## src/rtl/uart_tx_arbiter.sv

```systemverilog
// Round-robin arbiter that shares one UART transmitter among NUM_REQ requesters.
// Define UART_ARB_TIMEOUT_EN to build the wait-state watchdog (timeout_err, TIMEOUT_CYC).
module uart_tx_arbiter #(
  parameter int Data_length = 8,
  parameter int NUM_REQ     = 4,
  parameter int TIMEOUT_CYC = 4096
) (
  input  logic                           clk2,
  input  logic                           rst,
  input  logic [NUM_REQ-1:0]             req,
  input  logic [NUM_REQ*Data_length-1:0] req_data,
  input  logic                           tx_done,
  output logic [NUM_REQ-1:0]             grant,
  output logic [NUM_REQ-1:0]             ack,
  output logic                           tx_start,
  output logic [Data_length-1:0]         tx_data,
  output logic                           busy,
  output logic                           timeout_err
);

  localparam int IDX_W = $clog2(NUM_REQ);

  typedef enum logic [2:0] {
    IDLE      = 3'd0,
    LAUNCH    = 3'd1,
    WAIT_LOW  = 3'd2,
    WAIT_HIGH = 3'd3,
    DONE      = 3'd4
  } state_t;

  state_t                 state_q;
  logic [NUM_REQ-1:0]     grant_q;
  logic [NUM_REQ-1:0]     ack_q;
  logic                   tx_start_q;
  logic [Data_length-1:0] tx_data_q;
  logic                   busy_q;
  logic [IDX_W-1:0]       last_grant_q;

  logic [Data_length-1:0] req_data_arr [NUM_REQ];
  logic [IDX_W-1:0]       winner_d;
  logic                   winner_vld_d;
  int unsigned            rr_sum;

  genvar gi;
  generate
    for (gi = 0; gi < NUM_REQ; gi++) begin : g_unpack
      assign req_data_arr[gi] = req_data[gi*Data_length +: Data_length];
    end
  endgenerate

  // Walk from the farthest candidate toward the nearest so the nearest asserted
  // requester after last_grant overwrites all others.
  always_comb begin
    winner_d     = '0;
    winner_vld_d = 1'b0;
    rr_sum       = 0;
    for (int k = NUM_REQ - 1; k >= 0; k--) begin
      rr_sum = int'(unsigned'(last_grant_q)) + 1 + k;
      if (rr_sum >= NUM_REQ) begin
        rr_sum = rr_sum - NUM_REQ;
      end
      if (req[IDX_W'(rr_sum)]) begin
        winner_d     = IDX_W'(rr_sum);
        winner_vld_d = 1'b1;
      end
    end
  end

`ifdef UART_ARB_TIMEOUT_EN
  localparam int WD_W = (TIMEOUT_CYC > 1) ? $clog2(TIMEOUT_CYC) : 1;

  logic [WD_W-1:0] wd_q;
  logic            timeout_q;
  logic            wd_expired;

  assign wd_expired = (wd_q == WD_W'(TIMEOUT_CYC - 1));
`endif

  always_ff @(posedge clk2) begin
    if (rst) begin
      state_q      <= IDLE;
      grant_q      <= '0;
      ack_q        <= '0;
      tx_start_q   <= 1'b0;
      tx_data_q    <= '0;
      busy_q       <= 1'b0;
      last_grant_q <= IDX_W'(NUM_REQ - 1);
`ifdef UART_ARB_TIMEOUT_EN
      wd_q         <= '0;
      timeout_q    <= 1'b0;
`endif
    end else begin
      ack_q      <= '0;
      tx_start_q <= 1'b0;
`ifdef UART_ARB_TIMEOUT_EN
      timeout_q  <= 1'b0;
`endif
      case (state_q)
        IDLE: begin
          if (winner_vld_d && tx_done) begin
            state_q      <= LAUNCH;
            grant_q      <= NUM_REQ'(1) << winner_d;
            tx_data_q    <= req_data_arr[winner_d];
            last_grant_q <= winner_d;
            tx_start_q   <= 1'b1;
            busy_q       <= 1'b1;
`ifdef UART_ARB_TIMEOUT_EN
            wd_q         <= '0;
`endif
          end
        end

        LAUNCH: begin
          state_q <= WAIT_LOW;
        end

        WAIT_LOW: begin
`ifdef UART_ARB_TIMEOUT_EN
          wd_q <= wd_q + 1'b1;
          if (wd_expired) begin
            state_q   <= IDLE;
            grant_q   <= '0;
            busy_q    <= 1'b0;
            timeout_q <= 1'b1;
          end else if (!tx_done) begin
            state_q <= WAIT_HIGH;
          end
`else
          if (!tx_done) begin
            state_q <= WAIT_HIGH;
          end
`endif
        end

        WAIT_HIGH: begin
`ifdef UART_ARB_TIMEOUT_EN
          wd_q <= wd_q + 1'b1;
          if (wd_expired) begin
            state_q   <= IDLE;
            grant_q   <= '0;
            busy_q    <= 1'b0;
            timeout_q <= 1'b1;
          end else if (tx_done) begin
            state_q <= DONE;
            ack_q   <= grant_q;
          end
`else
          if (tx_done) begin
            state_q <= DONE;
            ack_q   <= grant_q;
          end
`endif
        end

        DONE: begin
          state_q <= IDLE;
          grant_q <= '0;
          busy_q  <= 1'b0;
        end

        default: begin
          state_q <= IDLE;
          grant_q <= '0;
          busy_q  <= 1'b0;
        end
      endcase
    end
  end

  assign grant    = grant_q;
  assign ack      = ack_q;
  assign tx_start = tx_start_q;
  assign tx_data  = tx_data_q;
  assign busy     = busy_q;

`ifdef UART_ARB_TIMEOUT_EN
  assign timeout_err = timeout_q;
`else
  // The watchdog limit has no meaning without the watchdog.
  logic unused_timeout_cfg;
  assign unused_timeout_cfg = ^TIMEOUT_CYC;
  assign timeout_err        = 1'b0;
`endif

endmodule
```

## config.mk

```make
export PLATFORM = sky130hd
export DESIGN_NAME = uart_tx_arbiter
export DESIGN_NICKNAME = d
export VERILOG_FILES = /design/src/rtl/uart_tx_arbiter.sv
export SDC_FILE = /design/constraint.sdc
export NUM_CORES = 1
export LEC_CHECK = 0
export ABC_AREA = 1
export CAP_MARGIN = 20
export CORE_ASPECT_RATIO = 2
export CORE_MARGIN = 2
export CORE_UTILIZATION = 40
export CTS_BUF_LIST = sky130_fd_sc_hd__clkbuf_4
export DETAILED_ROUTE_END_ITERATION = 12
export PLACE_DENSITY_LB_ADDON = 0.2
export SLEW_MARGIN = 10
export SYNTH_ARGS = -nofsm -noshare
export SYNTH_HDL_FRONTEND = slang
export SYNTH_SLANG_ARGS = --single-unit
```

## constraint.sdc

```tcl
create_clock -name clk2 -period 1.7 [get_ports clk2]
set_clock_uncertainty 0.2 [all_clocks]
set_input_delay 0.255 -clock clk2 [delete_from_list [all_inputs] [get_ports clk2]]
set_output_delay 0.255 -clock clk2 [all_outputs]
set_load 0.01 [all_outputs]
```

# Word level (Yosys, flattened, before mapping)
# Index checks and enable logic that the tools add are counted.
# word_totals
register_bits	23
output_inout_bits	19
# op_classes
add_sub_neg	8
n_lt_le_gt_ge	9
eq_ne	6
shift	1
muxes	32
bitwise	5
n_reduce_logical	8
# op_table
op	n
binary-select mux 8 bit (select 2 bit)	1
2-to-1 mux 2 bit	8
2-to-1 mux 8 bit	2
greater-or-equal comparator 4 x 3 -> 1 bit (second input constant)	3
< comparator 2 x 3 -> 1 bit (second input constant)	4
one-hot mux 3 bit (4 select lines)	1
2-to-1 mux 1 bit	10
2-to-1 mux 3 bit	3
adder 3 x 2 -> 4 bit (second input constant)	2
binary-select mux 1 bit (select 2 bit)	4
one-hot mux 4 bit (2 select lines)	1
subtractor 2 x 1 -> 2 bit (second input constant)	4
== test 3 x 2 -> 1 bit (second input constant)	2
greater-or-equal comparator 3 bit (second input constant)	2
!= test 2 bit (second input constant)	3
OR reduction 3 bit	2
adder 3 x 1 -> 4 bit (second input constant)	1
2-to-1 mux 4 bit	1
NOT 1 bit	4
AND reduction 2 bit	2
<< shifter 1 x 2 -> 4 bit (first input constant)	1
adder 2 x 1 -> 3 bit (second input constant)	1
== test 3 x 1 -> 1 bit (second input constant)	1
zero test 3 bit	1
other kinds (5)	5

# Logic depth before layout (Yosys ltp)
# Gate-level depths: netlist of run 1.
# depth
word_depth	14
mapped_depth	15
ltp_nobuf	15

# Least setup slack after synthesis of run 1
# OpenSTA, ideal clock, no wires.
# synth_timing
path_type	register to register
start	reg last_grant_q[0]
end	reg tx_data_q[4] (netlist: tx_data[4])
arrival_time_ps	1398
t_required_ps	1385
slack_ps	-12
path_stages_with_launch	14
path_buffers	2
period_less_slack_ps	1712
path_cell_list	dfxtp_1 -> buf_6 -> nand2_1 -> nand2_1 -> and2_1 -> nor2_1 -> nand3_1 -> nand2_1 -> buf_6 -> inv_2 -> nand3_1 -> nand2_1 -> nor2_1 -> nor2_1
# synth_between
elab_chain_len	14
# synth_lines
element	line_no	rtl
start: declaration	37	logic [IDX_W-1:0] last_grant_q;
start signal: assignment	87	last_grant_q <= IDX_W'(NUM_REQ - 1);
start signal: assignment	104	last_grant_q <= winner_d;
adder 2 x 1 -> 3 bit (*)	58	rr_sum = int'(unsigned'(last_grant_q)) + 1 + k;
adder 3 x 2 -> 4 bit	58	
greater-or-equal comparator 4 x 3 -> 1 bit or subtractor 2 x 1 -> 2 bit (tied branches)	59, 60	
2-to-1 mux 2 bit	59	if (rr_sum >= NUM_REQ) begin
binary-select mux 1 bit (select 2 bit)	62	if (req[IDX_W'(rr_sum)]) begin
2-to-1 mux 1 bit (implied by the code)	62	
2-to-1 mux 2 bit (4 in series)	62	
NOT 2 -> 3 bit (implied by the code)	103	tx_data_q <= req_data_arr[winner_d];
binary-select mux 8 bit (select 2 bit)	103	
2-to-1 mux 8 bit (implied by the code) (2 in series)	103	
end signal: assignment	103	
end: declaration	35	logic [Data_length-1:0] tx_data_q;
# Mark *: on every way between the ends. The rest lies on a longest branch, timed or not. The select of a mux whose other input is x is not followed.
# A chain may end at the register's enable or synchronous reset.

# Worst setup path in the final report of run 1
# layout_timing
start	reg last_grant_q[0]
end	reg tx_data_q[2] (netlist: tx_data[2])
# The elaborated chain is that of the path after synthesis.

==> metrics.yaml, run 1 <==
critical-path-top-delay-family: "simple AND/OR/NAND/NOR gates"
drv_cap: 0
setup_slack_ps: -134.7
die_area_mm2: 0.003978
netlist_top_cells_area: "dfxtp_1 (33%), nand2_1 (15%), nand3_1 (12%), nor2_1 (8.7%), inv_1 (6.2%)"
synth_top_area_frac: 0.3324
drc_errors: 0
wirelength_um: 3862
worstSkewPairLatency_ps: 310
critPathLaunch: "last_grant_q[0]$_SDFFE_PP1P_"
status: "complete, but fails checks"
synth_area_leader_cell: "dfxtp_1"
netlist_area_mm2: 0.001385
final_util: 0.6861
cp_num_cells: 13
final_nets: 334
clkPwrFrac: 0.077
ys.flop_type: "dfxtp_1"
internal_power_mw: 1.815
yosysUniqueCellTypes: 25
finalNonFillerCells: 326
drive_gt1_frac: 0.2483
clockBufferDepth: 2
htreeDepth: 1
start_util: 0.4146
rr_endpoint: "tx_data[2]$_SDFFE_PP0P_"
grt_pass1_wl_um: 6285
synth_seq_cells: 23
ys_warn_count: 0
cp_max_fo: 7
postCtsHoldBufs: 0
overflow: 0
slew_violations: 0
max_freq_ghz: 0.5450
wl_per_cell_um: 11.85
power_mw: 3.352
power_frac_comb: 0.699
drt_iter0_drc: 8
criticalPathCategory: "register to register"
grt_usage: 0.2092
synth_edf_count: 0
avgViaCountPerCell: 5.089
rsz0062_at_grt: "yes"
syn_inst: 220
cp-start-kind: "register"
crit_top_cell: "nand2_1"
r2r_start: "last_grant_q[0]$_SDFFE_PP1P_"
finalCritPeriodShare: 1.079
place_area_mm2: 0.002093
syn_nets: 259
io_pins: 58
cts_sinks: 23
portBuffers: 56
critical_path.max_stage_delay_ps: 360
synth-async-reset-ratio: 0
power_frac_seq: 0.224
switching_share: 0.4586
gp_congestion: 0.8963
hpwl_um: 2995
crit_buf_inv: 2
die_x_um: 45.61
grt_max_degree: 19
reg2regPathDepth: 13
required_ps: 1720
drtAntennaViolNets: 0
ys_seq_area_frac: 0.3324
syn-mean-instance-area_um2: 6.296
vdd_drop_max_mv: 1.007
hold_viol: 0
drt_pass1_iterations: 4
numCtsBuffers: 3
synth_most_common_cell: "nand2_1"
via_count: 1659
grt_antenna_before_repair: 0
crit_end: "tx_data[2]$_SDFFE_PP0P_"
r2r_slack_ps: -130
yosys-top-cells-count: "nand2_1 (55), nand3_1 (33), nor2_1 (32)"
root_buffer: "clkbuf_4"
design_area_mm2: 0.002292
power.leakage_nw: 1.182
placed_cells: 320
min_period_ps: 1835
grt_pass1_vias: 1569
hold_path_class: "register to register"
power_density_mw_per_mm2: 1462
die_h_um: 87.22
cts_tree: "yes"
synthToLayoutAreaGrowth_pct: 65.49
slowest_stage: "dfxtp_2"
worst_setup_path_end_kind: "register"
arrival_ps: 1860
crit_chain: "buf_6 > nand2_1 > nand2_1 > and2_4 > nor2_2 > nand3_1 > nand2_2 > buf_6 > nor2_8 > nand2_1 > nand2_1 > nor2_2 > nor2_1"
path_clk_slew_ps: 130
violations: "negative setup slack"
setup_violations: 13
power_switching_mw: 1.537
core_mm2: 0.003341
row_count: 30
n_antenna_cell: 0
==> logic make-up after synthesis <==
| group | count (synthesis) | share of synthesized area |
|---|---|---|
| AOI/OAI and AO/OA | 20 | 0.08311 |
| buffers and inverters | 38 | 0.1301 |
| other | 1 | 0.002707 |
| DFF | 23 | 0.3324 |
| and+or+nand+nor | 138 | 0.4517 |
==> metrics by stage <==
step	hold slack, ps	setup WS [ps]	setup TNS (ps)
after global placement	238.0	-469.2	-6627
final	251.6	-134.7	-1302
after detailed placement	238.4	-504.9	-7271
after floorplan	124.1	6.301	0
after global routing	271.6	-299.2	-3283
after CTS	257.4	-129.2	-1188
==> cells in the final DEF (no fill, tap or decap), types with 2 or more instances in the layout <==
master	n
nand2_2	16
nand3_2	5
nor2_1	28
buf_6	5
o21ai_1	4
dlygate4sd2_1	4
inv_2	5
dlymetal6s2s_1	10
o21ai_0	8
nand2_1	39
nand3_1	30
nand4_1	10
clkbuf_4	3
nor2_4	2
dfxtp_1	20
buf_4	18
nor2_2	5
inv_1	22
a21oi_1	2
dfxtp_2	3
clkdlybuf4s50_1	42
==> power groups by stage <==
stage | Sequential [mW] | Clock [mW] | Combinational [mW]
CTS | 0.751 | 0.261 | 2.27
floorplan | 0.791 | 0 | 1.29
detailed placement | 0.759 | 0 | 2.06
global placement | 0.758 | 0 | 2.04
global route | 0.766 | 0.288 | 2.57
finish | 0.752 | 0.257 | 2.34
==> worst min-delay path by stage <==
stage	from	end	slack [ps]	depth (start not counted)
4_1_cts	grant[2]$_SDFFE_PP0P_	ack[2]$_SDFF_PP0_	260	2
3_5_place_dp	grant[2]$_SDFFE_PP0P_	ack[2]$_SDFF_PP0_	240	2
6_report	grant[0]$_SDFFE_PP0P_	ack[0]$_SDFF_PP0_	250	2
5_1_grt	grant[2]$_SDFFE_PP0P_	ack[2]$_SDFF_PP0_	270	2
3_3_place_gp	grant[2]$_SDFFE_PP0P_	ack[2]$_SDFF_PP0_	240	2
2_1_floorplan	rst	grant[3]$_SDFFE_PP0P_	120	1
==> sequential cells by signal, summed over array words and instances (netlist names) <==
| signal | cells |
|---|---|
| ack | 4 |
| busy | 1 |
| grant | 4 |
| last_grant_q | 2 |
| state_q | 3 |
| tx_data | 8 |
| tx_start | 1 |
==> worst register-to-register path: stages, from the launching register on <==
cell     delay, ps
dfxtp_2        360
buf_6          140
nand2_1        100
nand2_1         80
and2_4         150
nor2_2          70
nand3_1        100
nand2_2        120
buf_6          130
nor2_8          40
nand2_1         50
nand2_1         50
nor2_2         110
nor2_1          40
==> per-layer routing <==
metal	vias to the layer above	global-route usage	wire (µm)
met5	-	0	0
met4	0	0.09626	78
met3	7	0.02282	106
met2	43	0.4085	2315
met1	758	0.1964	1362
li1	851	-	-
==> layout make-up <==
type / instances / area [µm²]
Clock inverter: 1 / 5.005
Tap cell: 32 / 40.04
Timing Repair Buffer: 80 / 792.0
Inverter: 28 / 112.6
Fill cell: 300 / 1049
Multi-Input combinational cell: 159 / 855.8
Sequential cell: 23 / 464.2
Clock buffer: 3 / 22.52
==> what timing repair did <==
action,4_1_cts,5_1_grt
endpoints found under the hold margin,0,0
pin swaps,18,9
buffers inserted,1,1
setup endpoints to repair,19,26
resized for setup,35,24
No activity file was read; power rests on OpenSTA's default activity.
==> run 2: changes to the inputs <==
Settings changed: RECOVER_POWER from default to 100, SKIP_CTS_REPAIR_TIMING from default to 1.
==> run 2 against run 1 <==
Compared with the run above: wire length increased by 0.54%; critical path depth increased by 1; the flow still finishes with violations (negative setup slack); highest routed layer unchanged; sequential power increased by 0.5%; hold slack improved by 7.1 ps; combinational power increased by 3%; sequential share of layout area decreased by 0.18 points.
==> metrics.yaml, run 2 (synthesis gave the netlist of run 1 again) <==
hold_viol: 0
gr-max-usage-layer: "met2"
mostFrequentLayoutCell: "clkdlybuf4s50_1"
cts_sinks: 23
final_nets: 334
setup_violations: 14
max_freq_ghz: 0.5427
clockBufferDepth: 2
power_density_mw_per_mm2: 1482
largest_reg_flops: 8
finalCritPeriodShare: 1.084
grt_max_degree: 19
core_mm2: 0.003341
crit_top_cell: "nand2_2"
drc_errors: 0
numCtsBuffers: 3
critical_path.max_stage_delay_ps: 360
hold_path_class: "register to register"
grt_util_met1: 0.1926
cp-start-kind: "register"
criticalPathCategory: "register to register"
vdd_drop_max_mv: 1.141
rsz0062_at_grt: "yes"
drtAntennaViolNets: 0
die_h_um: 87.22
avgViaCountPerCell: 5.071
power_switching_mw: 1.601
path_clk_slew_ps: 130
row_count: 30
drv_cap: 0
die_area_mm2: 0.003978
worst_setup_path_end_kind: "register"
required_ps: 1720
min_period_ps: 1842
power_frac_seq: 0.220
drive_gt1_frac: 0.2687
htreeDepth: 1
worstSkewPairLatency_ps: 310
grt_antenna_before_repair: 0
drt_pass1_iterations: 5
use_met3: 0.02490
place_area_mm2: 0.002093
finalSetupTns_ps: -1314
gp_congestion: 0.8963
grt_pass1_vias: 1510
slowest_stage: "dfxtp_2"
arrival_ps: 1860
cp_max_fo: 6
overflow: 0
power.leakage_nw: 1.022
synthToLayoutAreaGrowth_pct: 67.39
hpwl_um: 2995
die_x_um: 45.61
power_frac_comb: 0.705
grt_util_met2: 0.3944
wirelength_um: 3883
internal_power_mw: 1.836
portBuffers: 56
crit_chain: "buf_4 > nand2_1 > nand2_2 > nand2_2 > nand2_2 > nand2_2 > nand2_2 > nand2_2 > nand2_4 > buf_4 > nand3_1 > nand3_1 > nor2_1 > nor2_1"
switching_share: 0.4658
n_antenna_cell: 0
grt_pass1_wl_um: 6085
via_count: 1653
r2r_slack_ps: -140
io_pins: 58
violations: "negative setup slack"
finalHoldWorstSlack_ps: 258.7
start_util: 0.4146
final_util: 0.6940
root_buffer: "clkbuf_4"
design_area_mm2: 0.002318
cts_tree: "yes"
wl_per_cell_um: 11.91
fill_cells: 294
grt_usage: 0.2027
status: "complete, but fails checks"
clkPwrFrac: 0.075
setup_slack_ps: -142.5
layout.cells.most_common_list: "clkdlybuf4s50_1 (45), nand2_1 (36), nand3_1 (29)"
drt_iter0_drc: 21
slew_violations: 0
[run 2: changes by cell type in the layout (fill, tap and decap cells not counted), sizes merged]
| cell | change |
|---|---|
| clkdlybuf4s25 | +10 |
| clkdlybuf4s50 | +3 |
| dlymetal6s2s | -9 |
| dlygate4sd2 | -4 |
| buf | -1 |
| clkbuf | +1 |
[run 2: per-layer routing]
layer | share of wire | up-vias
met2 | 0.60 | 40
met1 | 0.35 | 752
li1 | - | 854
met5 | 0 | -
met4 | 0.020 | 0
met3 | 0.029 | 7
[run 2: final timing paths]
kind / startpoint / end / cells past startpoint
max: last_grant_q[0]$_SDFFE_PP1P_ / tx_data[1]$_SDFFE_PP0P_ / 14
max reg2reg: last_grant_q[0]$_SDFFE_PP1P_ / tx_data[1]$_SDFFE_PP0P_ / 14
min reg2reg: grant[2]$_SDFFE_PP0P_ / ack[2]$_SDFF_PP0_ / 2
min: grant[2]$_SDFFE_PP0P_ / ack[2]$_SDFF_PP0_ / 2
[run 2: critical path: cells and delay by family (launching register included)]
| kind | cells | cell delay [ps] |
|---|---|---|
| simple gates | 12 | 880 |
| flops | 1 | 360 |
| buf+inv | 2 | 290 |
[run 2: stage by stage]
step	instances	setup slack, ps	power [mW]
floorplan	220	6.301	2.078
global placement	320	-469.2	2.794
detailed placement	320	-504.9	2.818
CTS	324	-228.7	3.074
global route	326	-287.9	3.716
finish	326	-142.5	3.436
[run 2: cell type report]
class | count | area, µm² | share of cell area
multi-input cells | 159 | 903.4 | 0.3896
repair buffers | 80 | 767.0 | 0.3308
flip-flops and latches | 23 | 465.4 | 0.2008
inverters | 28 | 115.1 | 0.04965
well taps | 32 | 40.04 | 0.01727
clock buffers | 3 | 22.52 | 0.009714
clock inverters | 1 | 5.005 | 0.002159
[run 2: power by group through the flow]
stage | combinational [mW] | sequential [mW] | clock, mW
floorplan | 1.29 | 0.791 | 0
global placement | 2.04 | 0.758 | 0
detailed placement | 2.06 | 0.759 | 0
CTS | 2.07 | 0.746 | 0.261
global route | 2.65 | 0.771 | 0.292
finish | 2.42 | 0.756 | 0.257
==> run 3: changes to the inputs <==
Settings changed: PLACE_DENSITY_LB_ADDON 0.2 to 0.15, RECOVER_POWER 100 to default.
==> run 3 against run 2 <==
Compared with the run above: the run still ends with negative setup slack left; total power grew 4.7%; maximum frequency fell by 4.8%; flip-flop and latch count unchanged; sequential share of layout area about the same; critical path type unchanged; largest power group unchanged.
==> metrics.yaml, run 3 (synthesis gave the netlist of run 1 again) <==
status: "complete, but fails checks"
violations: "negative setup slack"
finalCritPeriodShare: 1.138
setup_violations: 15
drt_iter0_drc: 41
rsz0062_at_grt: "yes"
portBuffers: 56
drtAntennaViolNets: 0
numCtsBuffers: 3
min_period_ps: 1935
die_area_mm2: 0.003978
core_mm2: 0.003341
worst_setup_path_end_kind: "register"
htreeDepth: 1
drt_pass1_iterations: 4
worstSkewPairLatency_ps: 310
path_clk_slew_ps: 130
die_h_um: 87.22
row_count: 30
cts_sinks: 23
finalHoldWorstSlack_ps: 254.8
max_freq_ghz: 0.5167
grt_max_degree: 21
slowest_stage: "dfxtp_4"
grt_antenna_before_repair: 0
die_x_um: 45.61
gp_congestion: 0.8222
wirelength_um: 4050
drive_gt1_frac: 0.2415
slew_violations: 0
grt_usage: 0.1921
cp-start-kind: "register"
power_density_mw_per_mm2: 1546
design_area_mm2: 0.002327
largest_reg_flops: 8
cts_tree: "yes"
drv_cap: 0
layout.cells.most_common_list: "clkdlybuf4s50_1 (47), nand2_1 (42), nor2_1 (28), nand3_1 (28), inv_1 (22)"
n_antenna_cell: 0
mostFrequentLayoutCell: "clkdlybuf4s50_1"
start_util: 0.4146
critical_path.max_stage_delay_ps: 380
grt_pass1_vias: 1447
root_buffer: "clkbuf_4"
placed_cells: 316
cp_max_fo: 6
final_nets: 334
hpwl_um: 2787
hold_path_class: "register to register"
drc_errors: 0
place_area_mm2: 0.002076
wl_per_cell_um: 12.42
via_count: 1660
criticalPathCategory: "register to register"
hold_viol: 0
clockBufferDepth: 2
synthToLayoutAreaGrowth_pct: 68.02
setup_slack_ps: -235.4
vdd_drop_max_mv: 1.338
required_ps: 1710
io_pins: 58
power.leakage_nw: 1.176
overflow: 0
finalNonFillerCells: 326
fill_cells: 289
crit_chain: "buf_6 > nand2_1 > o21ai_4 > nor2_1 > nor2_4 > nand2_2 > nand2_2 > nand2_4 > buf_12 > nor2_8 > nand2_1 > nand2_1 > nor2_1 > nor2_1"
arrival_ps: 1950
grt_pass1_wl_um: 5775
avgViaCountPerCell: 5.092
run 3: changes by cell type in the layout (fill, tap and decap cells not counted), moves of 2 or more:
cell	change
buf_6	-2
nand3_2	+4
clkdlybuf4s50_1	+2
clkdlybuf4s25_1	-10
clkbuf_16	+2
nand2_1	+6
nand3_4	-3
dlymetal6s2s_1	+8
nand2_2	-6
run 3: path summary, 6_finish.rpt:
check	startpoint	to	slack, ps	depth (start not counted)
min	grant[1]$_SDFFE_PP0P_	ack[1]$_SDFF_PP0_	250	2
max reg2reg	last_grant_q[0]$_SDFFE_PP1P_	tx_data[5]$_SDFFE_PP0P_	-240	14
min reg2reg	grant[1]$_SDFFE_PP0P_	ack[1]$_SDFF_PP0_	250	2
max	last_grant_q[0]$_SDFFE_PP1P_	tx_data[5]$_SDFFE_PP0P_	-240	14
run 3: where the power goes:
| part | internal [mW] | switching [mW] | leakage [nW] |
|---|---|---|---|
| logic | 1.22 | 1.37 | 0.969 |
| clock network | 0.0878 | 0.169 | 0.0177 |
| registers | 0.676 | 0.0823 | 0.189 |
| total | 1.98 | 1.62 | 1.18 |
run 3: routing by layer:
layer  share of wire  track usage  up-vias  routed length (µm)
met5               0            0        -                   0
met4           0.020      0.09358        0                  83
met3           0.034      0.02282        8                 138
met2            0.59       0.3483       48                2391
met1            0.35       0.2036      754                1436
li1                -            -      850                   -
run 3: area by class of cell:
type / instances / area [µm²] / area share
clock buffer: 3 / 22.52 / 0.009677
clock inverter: 1 / 5.005 / 0.002151
inverter: 28 / 112.6 / 0.04839
multi-input combinational: 159 / 852.1 / 0.3661
sequential: 23 / 467.9 / 0.2011
tap: 32 / 40.04 / 0.01720
timing repair buffer: 80 / 827.0 / 0.3554
run 3: critical path: cells and delay by family, from the launching register on:
family / cells / cell delay [ps]
AND/OR/NAND/NOR: 11 / 900
flip-flops: 1 / 380
AO/OA/AOI/OAI: 1 / 80
buffers and inverters: 2 / 260
run 3: through the flow:
stage / power (mW) / worst slack [ps] / TNS [ps] / util
after floorplan: 2.078 / 6.301 / 0 / -
after global placement: 2.790 / -504.1 / -7075 / 0.6213
after detailed placement: 2.805 / -510.5 / -7328 / 0.6213
after CTS: 3.064 / -267.6 / -3289 / 0.6296
after global routing: 3.888 / -349.7 / -4564 / 0.6966
final: 3.597 / -235.4 / -2802 / 0.6966
==> RTL change 1 (flow settings as in run 2) <==
Set the parameter `NUM_REQ` to 2 (it was 4).
--- a/src/rtl/uart_tx_arbiter.sv
+++ b/src/rtl/uart_tx_arbiter.sv
@@ -3,5 +3,5 @@
 module uart_tx_arbiter #(
   parameter int Data_length = 8,
-  parameter int NUM_REQ     = 4,
+  parameter int NUM_REQ     = 2,
   parameter int TIMEOUT_CYC = 4096
 ) (
Interface: changed (resized ack, grant, req and req_data); port bits go from 58 to 36. The function was not compared with the original's and may differ.
==> RTL change 1 against run 2 <==
Setup slack improved by 200 ps; final area is 43% lower; routed wire length fell by 48%; non-clock buffer count shrank 41; synthesized area down 33%; register-to-register slack better by 310 ps; largest cell class unchanged; sequential cell count is 5 lower; power is 66% lower.
==> RTL change 1: results (changes against run 2) <==
| Metric | Value |
|---|---|
| Outcome | finished, final reports clean (was complete, but fails checks) |
| # fillers | 202 (was 294) |
| Worst Setup SP | grant[1] (was last_grant_q[0]) |
| Peak VDD IR | 0.000497 V (was 0.00114 V) |
| Synth area leaders | dfxtp_1 39%, nand2_1 15%, nor2_1 13% (was dfxtp_1 33%, nand2_1 15%, nand3_1 12%) |
| Crit path arrival time | 1190 ps (was 1860 ps) |
| Wirelength, routed | 2020 microns (was 3880 microns) |
| First-pass GRT wire length | 3440 microns (was 6090 microns) |
| Top post-synthesis cells by count | 36 x nand2_1, 33 x nor2_1, 22 x inv_1 (was 55 x nand2_1, 33 x nand3_1, 32 x nor2_1) |
| Worst Setup EP | grant[1] (was tx_data[1]) |
| # diodes | 0 (unchanged) |
| Max Buffers Root-to-Sink | 2 (unchanged) |
| H-Tree Depth | 1 (unchanged) |
| DRT iter0 DRCs | 12 (was 21) |
| Library cells used by synthesis | 18 (was 25) |
| Via density | 4.59 (was 5.07) |
| Pleak | 0.643 nW (was 1.02 nW) |
| Inserted Clock Buffers | 3 (unchanged) |
| Syn. warnings | 0 (unchanged) |
| Clock Pin Slew Worst Setup and Hold Paths | 100 ps (was 130 ps) |
| CP top delay family | buffers and inverters (was simple AND/OR/NAND/NOR gates) |
| Largest net degree at the start of global routing | 18 (was 19) |
| Initial DRT Pass Iterations | 4 (was 5) |
| R2R Setup Slk | 170 ps (was -140 ps) |
| Reg-to-reg critical path endpoint | last_grant_q (was tx_data[1]) |
| Total GRT Usage | 0.171 (was 0.203) |
| Max incr delay on CP | 540 ps (was 360 ps) |
| I/O Buffers | 34 (was 56) |
| CTS Root Buffer Type | clkbuf_4 (unchanged) |
| Ys async rst share | 0 (unchanged) |
| R2R depth | 6 (was 14) |
| Nets | 207 (was 334) |
| Initial antenna violation count | 0 (unchanged) |
| R2r startpoint | state_q[2] (was last_grant_q[0]) |
| Max reg flops | 8 (unchanged) |
| Seq/Total Area, Yosys | 0.387 (was 0.332) |
| Crit-path max FO | 3 (was 6) |
| Hold WC Path Type | flop to flop (unchanged) |
| Fraction of layout cells with a size suffix above 1 | 0.0973 (was 0.269) |
| RD Place Congestion | 0.710 (was 0.896) |
| WHS | 255 ps (was 259 ps) |
| Vias in the first global route | 901 (was 1510) |
| Post-Syn Nets | 167 (was 259) |
| Slowest CP cell | clkdlybuf4s50_1 (was dfxtp_2) |
| Hpwl dp | 1630 microns (was 2990 microns) |
| Clk_lat worst skew | 280 ps (was 310 ps) |
| Hold Path Origin | grant[1] (was grant[2]) |
[RTL change 1: routing by layer]
layer	vias to the layer above	share of wire	global-route usage
met5	-	0	0
met4	0	0.012	0.0833
met3	2	0.051	0.0214
met2	28	0.57	0.326
met1	427	0.37	0.164
li1	512	-	-
[RTL change 1: worst min-delay path by stage]
stage | to | depth (start not counted)
after floorplan | state_q[1] | 1
after global placement | ack[1] | 2
after detailed placement | ack[1] | 2
after CTS | ack[1] | 2
after global routing | ack[1] | 2
final | ack[1] | 2
[RTL change 1: report_power, final]
| part | switching [mW] | internal [mW] | total, mW |
|---|---|---|---|
| clock | 0.127 | 0.0852 | 0.212 |
| sequential | 0.0394 | 0.479 | 0.518 |
| combinational | 0.221 | 0.212 | 0.433 |
[RTL change 1: metrics by stage]
stage / power [mW] / std cells / setup WS [ps] / instance area, sq um
after floorplan: 0.796 / 146 / 447 / 931
after CTS: 1.20 / 211 / 25.9 / 1330
after detailed placement: 0.974 / 207 / -29.3 / 1300
final: 1.16 / 211 / 57.1 / 1320
after global routing: 1.26 / 211 / 6.41 / 1320
after global placement: 0.967 / 207 / -7.69 / 1300
[RTL change 1: cell type report]
| type | instances | area, sq um | area share |
|---|---|---|---|
| Multi-Input combinational cell | 98 | 425 | 0.322 |
| Timing Repair Buffer | 39 | 378 | 0.286 |
| Sequential cell | 18 | 360 | 0.273 |
| Inverter | 26 | 97.6 | 0.0739 |
| Tap cell | 26 | 32.5 | 0.0246 |
| Clock buffer | 3 | 22.5 | 0.0171 |
| Clock inverter | 1 | 3.75 | 0.00284 |
[RTL change 1: logic make-up (layout without fill, tap and decap cells)]
group | Yosys count | after routing | synth area share
buffers and inverters | 30 | 69 | 0.145
AND/OR/NAND/NOR | 89 | 89 | 0.414
other | 1 | 1 | 0.00403
AO/OA/AOI/OAI | 8 | 8 | 0.0497
flip-flops | 18 | 18 | 0.387
==> RTL change 2 (settings of run 2) <==
Without the edit above. Reset style: asynchronous (`rst`), changed in one clocked block.
--- a/src/rtl/uart_tx_arbiter.sv
+++ b/src/rtl/uart_tx_arbiter.sv
@@ -77,5 +77,5 @@
 `endif
 
-  always_ff @(posedge clk2) begin
+  always_ff @(posedge clk2 or posedge rst) begin
     if (rst) begin
       state_q      <= IDLE;
Behaviour: differs if rst is asserted again (counterexample within 4 cycles, from zero or initial values and one cycle with rst high); with rst held inactive, the same outputs for 10 cycles.
==> RTL change 2 against run 2 <==
Sequential power is 23% higher; sequential cell count stayed put; power is 38% higher; final cell count is 5.2% higher; fmax is 11% lower; highest routed layer unchanged; final area is 3.1% higher; synthesized area is 10% higher; non-clock buffer count is 6 lower; the run still ends with setup timing left; core utilization is 3.9 points lower; synthesized cell count is 2.3% higher; routed wire length is 3.1% lower; largest cell class unchanged; hold slack better by 29 ps; setup slack worse by 220 ps.
==> RTL change 2: results (changes against run 2) <==
| Metric | Value |
|---|---|
| Met3 Use GR | 0.0199 (was 0.0249) |
| Worst Slack Setup Final | -366 ps (was -142 ps) |
| Vias in the first global route | 1546 (was 1510) |
| WL/cell | 11.0 microns (was 11.9 microns) |
| Library cells used by synthesis | 27 (was 25) |
| Place WS | -480 ps (was -505 ps) |
| Initial DRT Pass Iterations | 6 (was 5) |
| Switch Pwr | 2.30 mW (was 1.60 mW) |
| # fillers | 360 (was 294) |
| Setup TNS | -5250 ps (was -1310 ps) |
| Top post-synthesis cells by count | 105 x nand2_1, 21 x dfrtp_1, 21 x nand3_1 (was 55 x nand2_1, 33 x nand3_1, 32 x nor2_1) |
| Final Setup Violations | 18 (was 14) |
| RD Place Congestion | 0.794 (was 0.896) |
| Total GRT Usage | 0.180 (was 0.203) |
| Hpwl dp | 2830 microns (was 2990 microns) |
| Largest net degree at the start of global routing | 24 (was 19) |
| Crit-path max FO | 8 (was 6) |
| Crit path arrival time | 2080 ps (was 1860 ps) |
| Fraction of layout cells with a size suffix above 1 | 0.245 (was 0.269) |
| WHS | 288 ps (was 259 ps) |
| Hold WC Path Type | input pin to async pin (was flop to flop) |
| Post-Syn Nets | 264 (was 259) |
| First-pass GRT wire length | 5980 microns (was 6090 microns) |
| Pleak | 1.24 nW (was 1.02 nW) |
| Via density | 4.65 (was 5.07) |
| Peak VDD IR | 0.00131 V (was 0.00114 V) |
| Synth area leaders | dfrtp_1 34%, nand2_1 26%, nand3_1 6.9% (was dfxtp_1 33%, nand2_1 15%, nand3_1 12%) |
| Commonest non-fill, non-tap cell in the layout | nand2_1 (was clkdlybuf4s50_1) |
| Max incr delay on CP | 570 ps (was 360 ps) |
| Seq/Total Area, Yosys | 0.379 (was 0.332) |
| Ys async rst share | 1.00 (was 0) |
| Outcome | complete, but fails checks (unchanged) |
| Met1 usage | 0.190 (was 0.193) |
| Failing checks | setup timing (unchanged) |
| Slowest CP cell | dfstp_2 (was dfxtp_2) |
| DRT iter0 DRCs | 20 (was 21) |
## RTL change 2: cell types whose count changed after synthesis, sizes merged, moves of 2 or more
cell,before,now
dfrtp,0,21
dfstp,0,2
dfxtp,23,0
inv,28,24
nand2,56,120
nand3,35,22
nand4,10,0
nor2,36,11
nor3,0,2
o21ai,14,5
## RTL change 2: critical path, delay by kind of cell, from the launching register on
family                 cells  cell delay [ps]
flip-flops                 1              570
buffers and inverters      3              370
AND/OR/NAND/NOR           12              820
## RTL change 2: path summary, 6_finish.rpt
| path | slack, ps | depth (start not counted) | start | to |
|---|---|---|---|---|
| worst min register to register | 300 | 2 | busy | busy |
| worst min-delay path | 290 | 3 | rst | ack[1] |
| worst max-delay path | -370 | 15 | last_grant_q[0] | tx_data[0] |
| worst max register to register | -370 | 15 | last_grant_q[0] | tx_data[0] |
| min in group clk2 | 300 | 2 | busy | busy |
| max in group asynchronous | 640 | 3 | rst | last_grant_q[0] |
## RTL change 2: cell families after synthesis
kind of cell | Yosys count | synth area share
other | 1 | 0.00246
flip-flops | 23 | 0.379
buffers and inverters | 33 | 0.107
AND/OR/NAND/NOR | 157 | 0.460
AO/OA/AOI/OAI | 11 | 0.0517
## RTL change 2: power by group through the flow
stage | logic, mW | clock network [mW] | registers, mW
final | 3.54 | 0.265 | 0.928
after detailed placement | 3.04 | 0 | 0.962
after CTS | 3.05 | 0.271 | 0.950
after global routing | 3.95 | 0.295 | 0.956
after global placement | 3.01 | 0 | 0.964
after floorplan | 2.21 | 0 | 0.971
## RTL change 2: through the flow
| step | power (mW) | utilization | cells | cell area [sq um] |
|---|---|---|---|---|
| floorplan | 3.18 | - | 225 | 1540 |
| global placement | 3.97 | 0.601 | 334 | 2190 |
| detailed placement | 4.00 | 0.601 | 334 | 2190 |
| CTS | 4.27 | 0.609 | 338 | 2220 |
| global route | 5.20 | 0.655 | 343 | 2390 |
| finish | 4.73 | 0.655 | 343 | 2390 |
## RTL change 2: layout make-up
| class | count | area, sq um | area share |
|---|---|---|---|
| repair buffers | 74 | 758 | 0.317 |
| well taps | 49 | 61.3 | 0.0257 |
| inverters | 24 | 95.1 | 0.0398 |
| multi-input cells | 169 | 867 | 0.363 |
| clock buffers | 4 | 30.0 | 0.0126 |
| flip-flops and latches | 23 | 578 | 0.242 |
## RTL change 2: metal layers
metal | vias up | wire length (microns)
met5 | - | 0
met4 | 0 | 43
met3 | 4 | 140
met2 | 46 | 2240
met1 | 724 | 1340
li1 | 822 | -
